===== config.mk =====
export PLATFORM = sky130hd
export DESIGN_NAME = vec_alu_engine_flat
export DESIGN_NICKNAME = d
export VERILOG_FILES = /design/src/rtl/vec_alu_engine_if.sv /design/src/rtl/vec_alu_engine.sv /design/src/flat_wrapper.sv
export SDC_FILE = /design/constraint.sdc
export NUM_CORES = 1
export LEC_CHECK = 0
export ABC_AREA = 0
export CAP_MARGIN = 5
export CORE_ASPECT_RATIO = 0.9
export CORE_MARGIN = 2
export CORE_UTILIZATION = 54
export DETAILED_ROUTE_END_ITERATION = 10
export PLACE_DENSITY = 0.8
export SLEW_MARGIN = 5
export SYNTH_ARGS = -nofsm -noshare
export SYNTH_HDL_FRONTEND = slang
export SYNTH_SLANG_ARGS = --single-unit

===== constraint.sdc =====
create_clock -name ACLK -period 4.8 [get_ports ACLK]
set_clock_uncertainty 0.2 [all_clocks]
set_input_delay 0.72 -clock ACLK [delete_from_list [all_inputs] [get_ports ACLK]]
set_output_delay 0.72 -clock ACLK [all_outputs]
set_load 0.02 [all_outputs]

===== src/rtl/vec_alu_engine_if.sv =====
// Memory port bundle for vec_alu_engine: the engine is the master, the vector memory the slave.
// Read data must be returned exactly one cycle after a read is issued.
interface vec_alu_engine_if #(
   parameter int DATA_W = 32,
   parameter int ADDR_W = 14
);
   localparam int WA = ADDR_W - $clog2(DATA_W / 8);

   logic              mem_en;
   logic              mem_we;
   logic [WA-1:0]     mem_addr;
   logic [DATA_W-1:0] mem_wdata;
   logic [DATA_W-1:0] mem_rdata;

   modport master (
      output mem_en, mem_we, mem_addr, mem_wdata,
      input  mem_rdata
   );

   modport slave (
      input  mem_en, mem_we, mem_addr, mem_wdata,
      output mem_rdata
   );
endinterface


===== src/rtl/vec_alu_engine.sv =====
// Element-wise vector ADD/SUB/ADDSAT engine over a single-port word memory, 3 cycles per element.
// Optional macro VEC_ALU_SAT_EN enables signed saturating add (cmd=3); without it cmd=3 raises an error.
module vec_alu_engine #(
   parameter int DATA_W = 32,
   parameter int ADDR_W = 14
) (
   input  logic              ACLK,
   input  logic              ARESET,
   input  logic [1:0]        cmd,
   input  logic [ADDR_W-1:0] veca_addr,
   input  logic [ADDR_W-1:0] vecb_addr,
   input  logic [ADDR_W-1:0] vecr_addr,
   input  logic [ADDR_W:0]   vec_len,
   output logic [2:0]        status,
   output logic [ADDR_W-1:0] ovf_cnt,
   vec_alu_engine_if.master  mem
);
   localparam int SH = $clog2(DATA_W / 8);
   localparam int WA = ADDR_W - SH;
   localparam int NW = ADDR_W + 1 - SH;
   localparam int M  = DATA_W - 1;

   localparam logic [2:0] S_IDLE = 3'd0;
   localparam logic [2:0] S_RD_A = 3'd1;
   localparam logic [2:0] S_RD_B = 3'd2;
   localparam logic [2:0] S_WR_R = 3'd3;
   localparam logic [2:0] S_DONE = 3'd4;
   localparam logic [2:0] S_ERR  = 3'd5;

   localparam logic [1:0] CMD_NOP    = 2'd0;
   localparam logic [1:0] CMD_ADD    = 2'd1;
   localparam logic [1:0] CMD_SUB    = 2'd2;
   localparam logic [1:0] CMD_ADDSAT = 2'd3;

   logic [2:0]        state;
   logic [1:0]        cmd_q;
   logic [WA-1:0]     a_base, b_base, r_base;
   logic [NW-1:0]     n_q, idx;
   logic [DATA_W-1:0] a_q;

   logic [DATA_W-1:0] b_d, sum, diff, result;
   logic              ovf;
   logic [WA-1:0]     idx_w;
   logic [NW-1:0]     n_in;
   logic              unused_bits;

   // Only the word part of each byte address/length matters; low bytes are dropped.
   assign n_in        = vec_len[ADDR_W:SH];
   assign idx_w       = idx[WA-1:0];
   assign unused_bits = ^{veca_addr, vecb_addr, vecr_addr, vec_len};

   always_comb begin
      b_d    = mem.mem_rdata;
      sum    = a_q + b_d;
      diff   = a_q - b_d;
      result = sum;
      ovf    = (a_q[M] == b_d[M]) && (sum[M] != a_q[M]);
      case (cmd_q)
         CMD_SUB: begin
            result = diff;
            ovf    = (a_q[M] != b_d[M]) && (diff[M] != a_q[M]);
         end
`ifdef VEC_ALU_SAT_EN
         CMD_ADDSAT: begin
            if (ovf)
               result = a_q[M] ? {1'b1, {(DATA_W-1){1'b0}}} : {1'b0, {(DATA_W-1){1'b1}}};
         end
`endif
         default: ;
      endcase
   end

   always_comb begin
      status        = 3'd0;
      mem.mem_en    = 1'b0;
      mem.mem_we    = 1'b0;
      mem.mem_addr  = '0;
      mem.mem_wdata = '0;
      case (state)
         S_RD_A: begin
            status       = 3'd5;
            mem.mem_en   = 1'b1;
            mem.mem_addr = a_base + idx_w;
         end
         S_RD_B: begin
            status       = 3'd5;
            mem.mem_en   = 1'b1;
            mem.mem_addr = b_base + idx_w;
         end
         S_WR_R: begin
            status        = 3'd5;
            mem.mem_en    = 1'b1;
            mem.mem_we    = 1'b1;
            mem.mem_addr  = r_base + idx_w;
            mem.mem_wdata = result;
         end
         S_DONE:  status = 3'd1;
         S_ERR:   status = 3'd6;
         default: status = 3'd0;
      endcase
   end

   always_ff @(posedge ACLK) begin
      if (ARESET) begin
         state   <= S_IDLE;
         cmd_q   <= CMD_NOP;
         a_base  <= '0;
         b_base  <= '0;
         r_base  <= '0;
         n_q     <= '0;
         idx     <= '0;
         a_q     <= '0;
         ovf_cnt <= '0;
      end else begin
         case (state)
            S_IDLE: begin
               if (cmd != CMD_NOP) begin
                  cmd_q   <= cmd;
                  a_base  <= veca_addr[ADDR_W-1:SH];
                  b_base  <= vecb_addr[ADDR_W-1:SH];
                  r_base  <= vecr_addr[ADDR_W-1:SH];
                  n_q     <= n_in;
                  idx     <= '0;
                  ovf_cnt <= '0;
`ifdef VEC_ALU_SAT_EN
                  if (n_in == '0)
                     state <= S_DONE;
                  else
                     state <= S_RD_A;
`else
                  if (cmd == CMD_ADDSAT)
                     state <= S_ERR;
                  else if (n_in == '0)
                     state <= S_DONE;
                  else
                     state <= S_RD_A;
`endif
               end
            end
            S_RD_A: state <= S_RD_B;
            S_RD_B: begin
               a_q   <= mem.mem_rdata;
               state <= S_WR_R;
            end
            S_WR_R: begin
               if (ovf && (ovf_cnt != '1))
                  ovf_cnt <= ovf_cnt + ADDR_W'(1);
               idx <= idx + NW'(1);
               if ((idx + NW'(1)) == n_q)
                  state <= S_DONE;
               else
                  state <= S_RD_A;
            end
            S_DONE, S_ERR: begin
               if (cmd == CMD_NOP)
                  state <= S_IDLE;
            end
            default: state <= S_IDLE;
         endcase
      end
   end
endmodule


===== src/flat_wrapper.sv =====
// flat-port wrapper written by rule: the top's interface ports become plain ports
module vec_alu_engine_flat 
#(
   parameter int DATA_W = 32,
   parameter int ADDR_W = 14
)
  (ACLK, ARESET, cmd, veca_addr, vecb_addr, vecr_addr, vec_len, status, ovf_cnt, mem_mem_en, mem_mem_we, mem_mem_addr, mem_mem_wdata, mem_mem_rdata);
  vec_alu_engine_if #(.DATA_W(DATA_W), .ADDR_W(ADDR_W)) mem_i ();
  input  logic ACLK;
  input  logic ARESET;
  input  logic [1:0] cmd;
  input  logic [ADDR_W-1:0] veca_addr;
  input  logic [ADDR_W-1:0] vecb_addr;
  input  logic [ADDR_W-1:0] vecr_addr;
  input  logic [ADDR_W:0] vec_len;
  output logic [2:0] status;
  output logic [ADDR_W-1:0] ovf_cnt;
  output wire logic [$bits(mem_i.mem_en)-1:0] mem_mem_en;
  output wire logic [$bits(mem_i.mem_we)-1:0] mem_mem_we;
  output wire logic [$bits(mem_i.mem_addr)-1:0] mem_mem_addr;
  output wire logic [$bits(mem_i.mem_wdata)-1:0] mem_mem_wdata;
  input wire logic [$bits(mem_i.mem_rdata)-1:0] mem_mem_rdata;
  assign mem_mem_en = mem_i.mem_en;
  assign mem_mem_we = mem_i.mem_we;
  assign mem_mem_addr = mem_i.mem_addr;
  assign mem_mem_wdata = mem_i.mem_wdata;
  assign mem_i.mem_rdata = mem_mem_rdata;
  vec_alu_engine #(.DATA_W(DATA_W), .ADDR_W(ADDR_W)) u_core (.ACLK(ACLK), .ARESET(ARESET), .cmd(cmd), .veca_addr(veca_addr), .vecb_addr(vecb_addr), .vecr_addr(vecr_addr), .vec_len(vec_len), .status(status), .ovf_cnt(ovf_cnt), .mem(mem_i));
endmodule

Word level (Yosys, flattened, before mapping) --
Cells that the tools add are included.
Storage, ports and cells: flip-flop bits (word level) 113, logic and storage cells 64
Cells by class: reduce and logical (&&, ||, !) cells 14, multiplexer cells 18, add/sub/neg operators 7, eq/ne operators 16
Operator list (count):
- $mux W32 | 2
- $add A12 B12 Y12 | 3
- $pmux W12 S3 | 1
- $add A32 B32 Y32 | 1
- $sub A32 B32 Y32 | 1
- $mux W14 | 2
- $pmux W14 S2 | 1
- $pmux W13 S2 | 1
- $mux W3 | 5
- $pmux W3 S5 | 1
- $add A14 B1 Y14 const B | 1
- $ne A14 B14 Y1 const B | 1
- $add A13 B1 Y13 const B | 1
- $eq A13 B13 Y1 | 1
- $logic_not A13 Y1 | 1
- $mux W13 | 1
- $pmux W3 S3 | 1
- $eq A3 B2 Y1 const B | 2
- $eq A3 B3 Y1 const B | 2
- $ne A2 B1 Y1 const B | 3
- $reduce_and A2 Y1 | 3
- $eq A2 B2 Y1 const B | 2
- $reduce_bool A2 Y1 | 2
- $eq A3 B1 Y1 const B | 1
- 9 further kinds | 15

Depth between registers and ports, before layout --
Gate-level depths: netlist of the first run.
depth after elaboration 7, gate-level depth with buffers 16, gate-level depth less buffers 14

Worst setup path after synthesis of the first run --
Ideal clock, no wire load.
path kind register to output, from reg u_core.state[0], to out mem_mem_addr[10], path buffers 2, path slack 0.478 ns, cell stages (with the launch flop) 15, required time 3.880 ns, arrival 3.402 ns, path through dfxtp_1 -> buf_1 -> buf_1 -> mux2i_1 -> o21ai_0 -> fa_1 -> a21o_1 -> a21oi_1 -> o21bai_1 -> a21oi_1 -> o21bai_1 -> a21oi_1 -> o21ai_0 -> xnor2_1 -> nor2_1
On the way: cells in the longest elaborated chain, start to end 2, elaborated cells on any way between the ends 4, classes of those cells 3 x eq/ne; 1 x mux
Ends and longest elaborated chain:
- start, declared | RTL line vec_alu_engine.sv:35 | logic [2:0] state;
- start signal, assigned | RTL line vec_alu_engine.sv:105 | state <= S_IDLE;
- start signal, assigned | RTL line vec_alu_engine.sv:132 | state <= S_ERR;
- start signal, assigned | RTL line vec_alu_engine.sv:134 | state <= S_DONE;
- $eq A3 B2 Y1 / $eq A3 B1 Y1 (equally long branches) | RTL line vec_alu_engine.sv:79 | case (state)
- $pmux W12 S3 * | RTL line vec_alu_engine.sv:79
- end, declared | RTL line flat_wrapper.sv:20 | output wire logic [$bits(mem_i.mem_addr)-1:0] mem_mem_addr;
Every way passes the cells marked *; elsewhere a longest branch is shown, timed or not.

Worst setup path in the final report of the first run --
from in mem_mem_rdata[2], to out mem_mem_wdata[30]
On the way: cells in the longest elaborated chain, start to end 3, elaborated cells on any way between the ends 4, classes of those cells 2 x add/sub; 2 x mux
Ends and longest elaborated chain:
- start, declared | RTL line flat_wrapper.sv:22 | input wire logic [$bits(mem_i.mem_rdata)-1:0] mem_mem_rdata;
- $add A32 B32 Y32 / $sub A32 B32 Y32 (equally long branches) | RTL line vec_alu_engine.sv:54, vec_alu_engine.sv:55
- $mux W32 * | RTL line vec_alu_engine.sv:58 | case (cmd_q)
- $mux W32 * | RTL line vec_alu_engine.sv:79
- end, declared | RTL line flat_wrapper.sv:21 | output wire logic [$bits(mem_i.mem_wdata)-1:0] mem_mem_wdata;
Marks and branches as above.

==> implementation parameters, run 1 <==
Parameter                              Value

Global route
  Vias in the first global route ... 9,336
  Sum of overflow across all layers after global routing ... 0
  GRT Util Overall ... a little under a third
  Maximum number of pins on one net before global-route repair ... 62
  Antenna violations before repair ... 0
  Wire length of the first global-routing pass ... 44,670 um

CTS
  Number of buffers inserted during clock tree synthesis ... 17
  TritonCTS clock tree ... done
  Clock edge transition at the registers on the reported setup and hold paths ... 0.06 ns
  Number of clock sinks ... 113
  H-Tree Level Count ... 4
  Worst-skew pair later-pin latency ... around 0.42 ns
  Root Driver ... clkbuf_16
  Maximum number of buffers from clock root to sink ... 2

Power
  Highest ir drop seen on vdd ... 0.2768 mV
  Total power divided by cell area ... 314.2 nW/um^2
  Lkg Pwr ... 5.470 nW

Synthesis
  Register area share after synthesis ... 25.49%
  Number of warning messages in the yosys log ... 0
  Number of flops mapped to enable cells by yosys ... 0
  Share of Yosys cell area claimed by the top area cell type ... 25.49%
  Largest area contributor in the synthesized netlist ... dfxtp_1
  Count of state elements after synthesis ... 113
  Synth Area per Inst ... approximately 7.1 sq um
  Predominant post-synthesis flop cell ... dfxtp_1
  Distinct cell type count after synthesis ... 72
  Syn Nets ... roughly 1,400
  Share of async-settable or async-resettable flops after synthesis ... 0%
  Netlist area before placement ... ~8900 sq um
  Most area-consuming cells after synthesis ... dfxtp_1 (25%), ha_1 (11%), nand2_1 (9.8%), a21oi_1 (9.1%), nor2_1 (5.4%)
  Number of standard cells after synthesis ... 1,258

Die
  Core box area ... 16,130 sq um
  Initial Util ... 55.02%
  Chip Height ... 125.6 um
  Die outline area ... 17,480 sq um
  Std cell rows ... 44
  Top Ports ... 156
  Die W ... about 140 um

STA
  Max Clock Freq ... approximately 0.21 GHz
  Relative slew margins ... a little under two fifths
  Max-slew violation total from the final report ... 0
  Tcrit/Tclk final ... a little over nine tenths
  Minimum period implied by the final worst setup slack ... 4.744 ns
  Slew at the pin with the worst max-slew slack ... 0.9300 ns
  Fin. Hold Viols ... 0
  Setup repair after global routing missed its margin ... yes
  Worst Slack Setup Final ... 0.05566 ns
  Finish-stage setup viols ... 0

Placement
  Worst setup slack before clock tree synthesis ... -0.7905 ns
  IO Port Bufs ... roughly 150
  Weighted congestion at the end of routability-driven global placement ... 0.9795
  HPWL Detailed ... 20,010 um
  Cell count after placement ... 1,693

Final layout
  FF/Latch Area ... 2262 sq um
  Commonest non-fill, non-tap cells in the layout ... nand2_1 (230), buf_4 (157), a21oi_1 (155)
  Nets@finish ... 1,685
  Layout cell share with drive strength beyond 1 ... 19.52%
  Most common library cell in the layout ignoring fill and taps ... nand2_1
  Multi-input gate area ... between 6000 and 7000 sq um
  N_diodes ... 0
  Area added between synthesis and finish ... 41.67%
  Number of inserted filler cells in the final layout ... 1,187
  Non-filler cells in the finished layout ... roughly 1,700

Min path
  Startpoint of the worst hold path ... u_core.b_base[8]$_SDFFE_PP0P_
  Endpoint of the worst hold path ... u_core.b_base[8]$_SDFFE_PP0P_
  Count of cells along the worst hold path ... 2
  Type of the worst min-delay path ... reg2reg

Routing
  Violation count after the first detailed-route iteration ... between 700 and 800
  Total iterations of the first detailed-routing run ... 5
  Detailed Route WL ... 28,000 um
  Detailed-route via count ... 9,882
  Mean number of vias per cell ... roughly 5.7
  Count of antenna-violating nets left after detailed routing ... 0
  Final routed wire length divided by cell count ... 16.15 um
  Final routed DRC violation total ... 0

Flow run
  Number of max-cap violations ... 0

Worst setup path
  Reg2reg setup slack ... 1.05 ns
  CP most frequent cell ... buf_4
  Max Fanout on Critical Path ... 6
  Biggest cell delay along the critical path ... around 0.37 ns
  Reg-to-Reg Start ... u_core.a_q[5]$_SDFFE_PP0N_
  Category of the worst setup path capture point ... primary output
  Arrival time worst endpoint ... roughly 3.8 ns
  Worst Path Buf+Inv ... 4
  Cells traversed along the worst timing path ... dlygate4sd2_1 > inv_1 > ha_4 > buf_4 > nor2b_2 > o21ai_2 > a311o_1 > a41oi_2 > a31o_2 > a31oi_2 > a21oi_2 > nor3_2 > a311oi_2 > mux2i_2 > buf_4
  Worst path top cell family by delay ... compound AO/OA/AOI/OAI gates
  Required arrival time at the worst endpoint ... approximately 3.9 ns
  Setup crit start kind ... input pin
  Cells on worst reg2reg path ... 15
  Cell type of the slowest stage on the worst timing path ... a311o_1
  Critical Setup Path Class ... in2out
  RR Endpoint ... u_core.ovf_cnt[1]$_SDFFE_PP0P_

Outcome
  Result of the run ... finished, final reports clean
## power by group
part | switching (mW) | internal [mW]
clock network | 0.496 | 0.799
logic | 0.875 | 0.676
registers | 0.0724 | 1.03
## flip-flops by register name, indices dropped and copies added (netlist names)
| name | flops |
|---|---|
| u_core.idx | 13 |
| u_core.ovf_cnt | 14 |
| u_core.a_base | 12 |
| u_core.state | 3 |
| u_core.r_base | 12 |
| u_core.a_q | 32 |
| u_core.n_q | 13 |
| u_core.cmd_q | 2 |
| u_core.b_base | 12 |
## cell type report
class,instances,share of cell area (%)
Multi-Input combinational cell,1005,51.64
Tap cell,207,2.060
Timing Repair Buffer,304,21.28
Sequential cell,113,17.99
Inverter,73,2.239
Clock buffer,19,3.602
Clock inverter,13,1.194
## through the flow
stage	total power [mW]	hold WS, ns	instance area [sq um]	TNS (ns)	util [%]
final	3.950	0.2531	12570	0	77.95
after global routing	4.155	0.2840	12570	-0.1342	77.95
after CTS	3.867	0.2542	12240	0	75.86
after detailed placement	2.548	0.2466	11470	-8.719	71.12
after global placement	2.527	0.2420	11470	-7.748	71.12
after floorplan	1.996	0.2357	8875	0	-
## routing by layer
metal	vias up	GRT usage, %	routed length, um
met1	4615	39.39	11920
met5	-	0	0
met2	370	52.59	13400
met4	0	10.46	738
li1	4831	-	-
met3	66	5.741	1943
## worst max-delay path by stage
stage / startpoint / to / cells past startpoint
after floorplan: u_core.state[0]$_SDFFE_PP0P_ / mem_mem_addr[10] / 14
after global placement: mem_mem_rdata[2] / mem_mem_wdata[30] / 14
after detailed placement: mem_mem_rdata[0] / mem_mem_wdata[30] / 14
after CTS: mem_mem_rdata[6] / mem_mem_wdata[19] / 16
after global routing: mem_mem_rdata[17] / mem_mem_wdata[28] / 17
final: mem_mem_rdata[2] / mem_mem_wdata[30] / 15
## timing repair
action                                  CTS  global route
setup buffers                             5             4
endpoints found under the setup margin   22            23
pin swaps                                26            29
gates resized for setup                  89            86
hold buffers                              0             0
## cell usage after synthesis, types with 3 or more instances
cell type,n
a2111oi_0,4
a211o_1,4
a211oi_1,5
a21o_1,10
a21oi_1,162
a22oi_1,8
a31oi_1,19
and2_1,3
and3_1,22
buf_1,4
buf_2,5
clkbuf_1,56
dfxtp_1,113
fa_1,3
ha_1,75
inv_1,73
mux2i_1,21
nand2_1,232
nand2b_1,15
nand3_1,23
nand4_1,6
nor2_1,128
nor2b_1,10
nor3_1,29
nor4_1,9
o211ai_1,5
o21a_1,7
o21ai_0,63
o21ai_1,7
o21bai_1,12
o22ai_1,4
o31ai_1,3
o41ai_2,3
or3_1,4
xnor2_1,45
xor2_1,19
## tightest hold or removal path: stages (launching register included)
cell     delay [ns]
dfxtp_1        0.30
nand2_1        0.05
a21oi_1        0.05
## cells by family after synthesis
| kind of cell | count (synthesis) | synth area share (%) |
|---|---|---|
| and+or+nand+nor | 498 | 24.66 |
| DFF | 113 | 25.49 |
| AOI/OAI and AO/OA | 344 | 23.76 |
| buffers and inverters | 140 | 6.161 |
| adders and majority gates | 78 | 11.25 |
| muxes | 21 | 2.369 |
| xor gates and xnor gates | 64 | 6.316 |
No activity file was read; power rests on OpenSTA's default activity.
==> inputs of run 2 (changes only) <==
Settings changed: GPL_TIMING_DRIVEN from default to 0.
==> implementation parameters, run 2 (same netlist as run 1, synthesis figures left out) <==
Parameter                              Value

CTS
  Maximum number of buffers from clock root to sink ... 2
  Number of buffers inserted during clock tree synthesis ... 17
  Root Driver ... clkbuf_16
  Number of clock sinks ... 113
  H-Tree Level Count ... 4
  Worst-skew pair later-pin latency ... around 0.42 ns
  Clock edge transition at the registers on the reported setup and hold paths ... roughly 0.050 ns
  TritonCTS clock tree ... done

STA
  Minimum period implied by the final worst setup slack ... 4.716 ns
  Hold slack final ... 0.2558 ns
  Tcrit/Tclk final ... 98.25%
  Max-slew violation total from the final report ... 0
  Finish-stage setup viols ... 0
  Relative slew margins ... 40.32%
  Fin. Hold Viols ... 0
  Max Clock Freq ... 0.2120 GHz
  Slew at the pin with the worst max-slew slack ... 0.8893 ns
  Accumulated negative setup slack ... 0 ns

Final layout
  Non-filler cells in the finished layout ... 1,661
  Most common library cell in the layout ignoring fill and taps ... nand2_1
  N_diodes ... 0
  Largest registers ... u_core.a_q: 32 flops, u_core.ovf_cnt: 14 flops
  Nets@finish ... 1,612
  Biggest register ... u_core.a_q
  Layout cell share with drive strength beyond 1 ... 11.35%
  Area added between synthesis and finish ... 33.29%
  Commonest non-fill, non-tap cells in the layout ... nand2_1 (232), a21oi_1 (153), nor2_1 (127)
  Post-Route Utilization ... roughly three quarters
  Largest register FFs ... 32

Worst setup path
  Cells traversed along the worst timing path ... buf_2 > inv_1 > ha_1 > buf_6 > buf_4 > nor3_4 > o21ai_2 > a311o_1 > a41oi_2 > buf_4 > a31o_4 > a31oi_4 > a21oi_4 > nor3_2 > a311oi_2 > mux2i_2 > buf_4
  Required arrival time at the worst endpoint ... a little under 4 ns
  Cell depth of the worst setup path ... 17
  Reg-to-Reg Start ... u_core.a_q[5]$_SDFFE_PP0N_
  Max Fanout on Critical Path ... 6
  Worst Path Buf+Inv ... 6
  Category of the worst setup path capture point ... primary output
  Critical Setup Path Class ... in2out
  Cells on worst reg2reg path ... 15
  Biggest cell delay along the critical path ... 0.38 ns
  Cell type of the slowest stage on the worst timing path ... a311o_1
  CP most frequent cell ... buf_4
  RR Endpoint ... u_core.ovf_cnt[1]$_SDFFE_PP0P_
  Setup crit end ... mem_mem_wdata[30]
  Setup crit start kind ... input pin
  Arrival time worst endpoint ... 3.80 ns
  Worst path top cell family by delay ... compound AO/OA/AOI/OAI gates
  Reg2reg setup slack ... approximately 0.94 ns
  Crit path from ... mem_mem_rdata[4]

Routing
  Mean number of vias per cell ... 5.872
  Violation count after the first detailed-route iteration ... 766
  Final routed DRC violation total ... 0
  Detailed-route via count ... 9,753
  Count of antenna-violating nets left after detailed routing ... 0
  Final routed wire length divided by cell count ... approximately 17 um
  Total iterations of the first detailed-routing run ... 5
  Detailed Route WL ... between 20,000 and 30,000 um

Die
  Std cell rows ... between 40 and 50
  Top Ports ... 156
  Initial Util ... 55.02%
  Die W ... 139.1 um
  Die outline area ... approximately 17,000 sq um
  Chip Height ... 125.6 um
  Core box area ... ~16,000 sq um

Min path
  Type of the worst min-delay path ... reg2reg
  Startpoint of the worst hold path ... u_core.b_base[11]$_SDFFE_PP0P_

Power
  Lkg Pwr ... 4.917 nW
  Highest ir drop seen on vdd ... 0.2474 mV
  Overall Power ... around 4 mW
  Total power divided by cell area ... 338.0 nW/um^2

Global route
  Sum of overflow across all layers after global routing ... 0
  Antenna violations before repair ... 2
  Vias in the first global route ... about 9,100
  GRT Util Overall ... a little under a third
  Maximum number of pins on one net before global-route repair ... 17
  Wire length of the first global-routing pass ... 45,550 um

Flow run
  Number of max-cap violations ... 0

Placement
  HPWL Detailed ... 21,050 um
  IO Port Bufs ... 147
  Weighted congestion at the end of routability-driven global placement ... 0.9435
  Cell count after placement ... 1,612

Outcome
  Result of the run ... finished, final reports clean
run 2: changes by cell type in the layout (fill, tap and decap cells not counted), sizes merged:
cell | before | now
buf | 166 | 41
clkbuf | 20 | 77
clkinvlp | 7 | 3
bufinv | 2 | 5
clkdlybuf4s15 | 5 | 2
clkdlybuf4s50 | 115 | 113
dlygate4sd2 | 9 | 10
run 2: routing by layer:
layer	wire, um	track usage, %	up-vias
met2	13560	53.26	392
met4	726	11.17	4
met1	12610	41.96	4603
met5	26	0	-
met3	1802	5.665	59
li1	-	-	4695
run 2: layout make-up:
| type | count | area, sq um |
|---|---|---|
| tap | 207 | 259.0 |
| multi-input combinational | 1005 | 6519 |
| buffer | 62 | 274.0 |
| fill | 1339 | 4302 |
| clock inverter | 12 | 203.9 |
| clock buffer | 20 | 446.7 |
| inverter | 73 | 274.0 |
| timing repair buffer | 169 | 1587 |
| sequential | 113 | 2266 |
run 2: power by group:
part           switching (mW)  internal (mW)
clock                   0.486          0.938
sequential             0.0799           1.03
combinational           0.877          0.584
total                    1.44           2.56
run 2: repair_timing:
| item | in CTS | in global routing |
|---|---|---|
| setup endpoints to repair | 29 | 20 |
| buffers inserted | 15 | 7 |
| pin swaps | 25 | 30 |
| hold buffers | 0 | 0 |
| resized for setup | 122 | 71 |
run 2: worst min-delay path, stage by stage (launching register included):
cell	delay, ns
dfxtp_1	0.31
nand2_1	0.05
a21oi_1	0.05
run 2: worst min path at each step:
stage	end	cells after the start
after detailed placement	u_core.b_base[5]$_SDFFE_PP0P_	2
after CTS	u_core.b_base[5]$_SDFFE_PP0P_	2
after floorplan	u_core.b_base[0]$_SDFFE_PP0P_	2
after global routing	u_core.r_base[2]$_SDFFE_PP0P_	2
after global placement	u_core.b_base[8]$_SDFFE_PP0P_	2
final	u_core.b_base[11]$_SDFFE_PP0P_	2
run 2: stage by stage:
step | worst slack [ns] | cell area, sq um
floorplan | 0.4776 | 8875
global placement | -1.133 | 10610
detailed placement | -1.078 | 10610
CTS | -0.005198 | 11590
global route | -0.03552 | 11830
finish | 0.08393 | 11830
==> inputs of run 3 (changes only) <==
Settings changed: CAP_MARGIN 5 to 15, PLACE_DENSITY 0.8 to default, PLACE_DENSITY_LB_ADDON from default to 0.12.
==> implementation parameters, run 3 (same netlist as run 1, synthesis figures left out) <==
Parameter                              Value

Outcome
  Result of the run ... finished, final reports clean

Power
  Highest ir drop seen on vdd ... 0.2411 mV
  Lkg Pwr ... 4.953 nW
  Total power divided by cell area ... 325.1 nW/um^2

CTS
  Hold-fix buffer count after cts ... 0
  Root Driver ... clkbuf_16
  H-Tree Level Count ... 4
  Clock edge transition at the registers on the reported setup and hold paths ... 0.06 ns
  TritonCTS clock tree ... done
  Worst-skew pair later-pin latency ... 0.43 ns
  Number of buffers inserted during clock tree synthesis ... 17
  Number of clock sinks ... around 110
  Maximum number of buffers from clock root to sink ... 2

STA
  Accumulated negative setup slack ... 0 ns
  Finish-stage setup viols ... 0
  Relative slew margins ... 36.84%
  Max Clock Freq ... 0.2097 GHz
  Slew at the pin with the worst max-slew slack ... approximately 0.94 ns
  Setup repair after global routing missed its margin ... yes
  Tcrit/Tclk final ... 99.35%
  Max-slew violation total from the final report ... 0
  Fin. Hold Viols ... 0
  Hold slack final ... ~0.25 ns
  Minimum period implied by the final worst setup slack ... 4.769 ns
  Worst Slack Setup Final ... 0.03131 ns

Worst setup path
  Worst Path Buf+Inv ... 4
  Required arrival time at the worst endpoint ... 3.88 ns
  Biggest cell delay along the critical path ... around 0.53 ns
  Arrival time worst endpoint ... 3.85 ns
  Category of the worst setup path capture point ... primary output
  Max Fanout on Critical Path ... 7
  Critical Setup Path Class ... in2out
  Setup crit start kind ... input pin
  Worst path top cell family by delay ... compound AO/OA/AOI/OAI gates
  Reg-to-Reg Start ... u_core.a_q[6]$_SDFFE_PP0N_
  Cells traversed along the worst timing path ... clkdlybuf4s50_1 > inv_1 > ha_4 > nor2_1 > and3_4 > inv_1 > o32ai_1 > a31o_2 > a31oi_2 > a21oi_2 > nor3_2 > a311oi_2 > mux2i_1 > buf_4
  Cell type of the slowest stage on the worst timing path ... clkdlybuf4s50_1
  CP most frequent cell ... inv_1
  Crit path from ... mem_mem_rdata[20]

Final layout
  Nets@finish ... about 1,600
  Largest registers ... u_core.a_q: 32 flops, u_core.ovf_cnt: 14 flops
  N_diodes ... 0
  Largest register FFs ... 32
  FF/Latch Area ... about 2300 sq um
  Biggest register ... u_core.a_q
  Multi-input gate area ... approximately 6500 sq um
  Non-filler cells in the finished layout ... 1,662
  Layout cell share with drive strength beyond 1 ... 11.13%
  Number of inserted filler cells in the final layout ... 1,368
  Most common library cell in the layout ignoring fill and taps ... nand2_1
  Final standard cell area without fillers ... 11,740 sq um
  Area added between synthesis and finish ... 32.31%
  Commonest non-fill, non-tap cells in the layout ... nand2_1 (232), a21oi_1 (157), nor2_1 (126)

Die
  Top Ports ... 156
  Chip Height ... 125.6 um
  Core box area ... about 16,000 sq um
  Initial Util ... 55.02%
  Std cell rows ... 44
  Die W ... approximately 140 um
  Die outline area ... about 17,000 sq um

Routing
  Total iterations of the first detailed-routing run ... 6
  Mean number of vias per cell ... 5.853
  Detailed Route WL ... 27,970 um
  Count of antenna-violating nets left after detailed routing ... 0
  Final routed wire length divided by cell count ... 16.83 um
  Final routed DRC violation total ... 0
  Violation count after the first detailed-route iteration ... between 800 and 900
  Detailed-route via count ... 9,728

Placement
  Cell Area, Placed ... ~11,000 sq um
  HPWL Detailed ... around 20,000 um
  Cell count after placement ... 1,612
  Weighted congestion at the end of routability-driven global placement ... 0.9442
  IO Port Bufs ... 147
  Worst setup slack before clock tree synthesis ... -1.077 ns

Flow run
  Number of max-cap violations ... 0

Global route
  Maximum number of pins on one net before global-route repair ... 17
  Antenna violations before repair ... 0
  Vias in the first global route ... 9,025
  Sum of overflow across all layers after global routing ... 0
  GRT Util Overall ... 31.03%
  Wire length of the first global-routing pass ... 44,330 um

Min path
  Startpoint of the worst hold path ... u_core.r_base[5]$_SDFFE_PP0P_
  Type of the worst min-delay path ... reg2reg
-- run 3: worst min-delay path: stages (launching register included) --
cell and delay, ns:
dfxtp_1 0.31, nand2_1 0.05, a21oi_1 0.05
-- run 3: timing repair --
item                       CTS  global route
buffers inserted            17             7
gates resized for setup    111            76
cloned                       0             0
pin swaps                   22            28
setup endpoints to repair   29            20
hold endpoints to repair     0             0
-- run 3: power breakdown --
group,internal [mW],leakage (nW),switching (mW)
Clock,0.742,0.278,0.529
Combinational,0.578,3.75,0.856
Sequential,1.03,0.923,0.0800
-- run 3: final cells by class --
class / count / share of cell area (%)
buffer: 61 / 2.227
timing repair buffer: 171 / 13.72
tap: 207 / 2.206
clock buffer: 18 / 3.740
clock inverter: 14 / 1.236
inverter: 73 / 2.334
multi-input combinational: 1005 / 55.24
sequential: 113 / 19.30
-- run 3: worst paths after layout --
check	cells past startpoint	slack, ns	to
max reg2reg	13	1.14	u_core.ovf_cnt[1]$_SDFFE_PP0P_
min	2	0.25	u_core.r_base[5]$_SDFFE_PP0P_
max	14	0.03	mem_mem_wdata[30]
min reg2reg	2	0.25	u_core.r_base[5]$_SDFFE_PP0P_
-- run 3: routing by layer --
metal	share of wire, %	track usage (%)	up-vias
li1	-	-	4693
met1	43	40.76	4552
met2	47	51.20	422
met3	6.5	5.133	61
met4	2.8	12.48	0
met5	0	0	-
-- run 3: stage by stage --
step | utilization [%] | power, mW
after floorplan | - | 1.996
after global placement | 65.75 | 2.413
after detailed placement | 65.75 | 2.427
after CTS | 71.26 | 3.751
after global routing | 72.80 | 4.005
final | 72.80 | 3.817
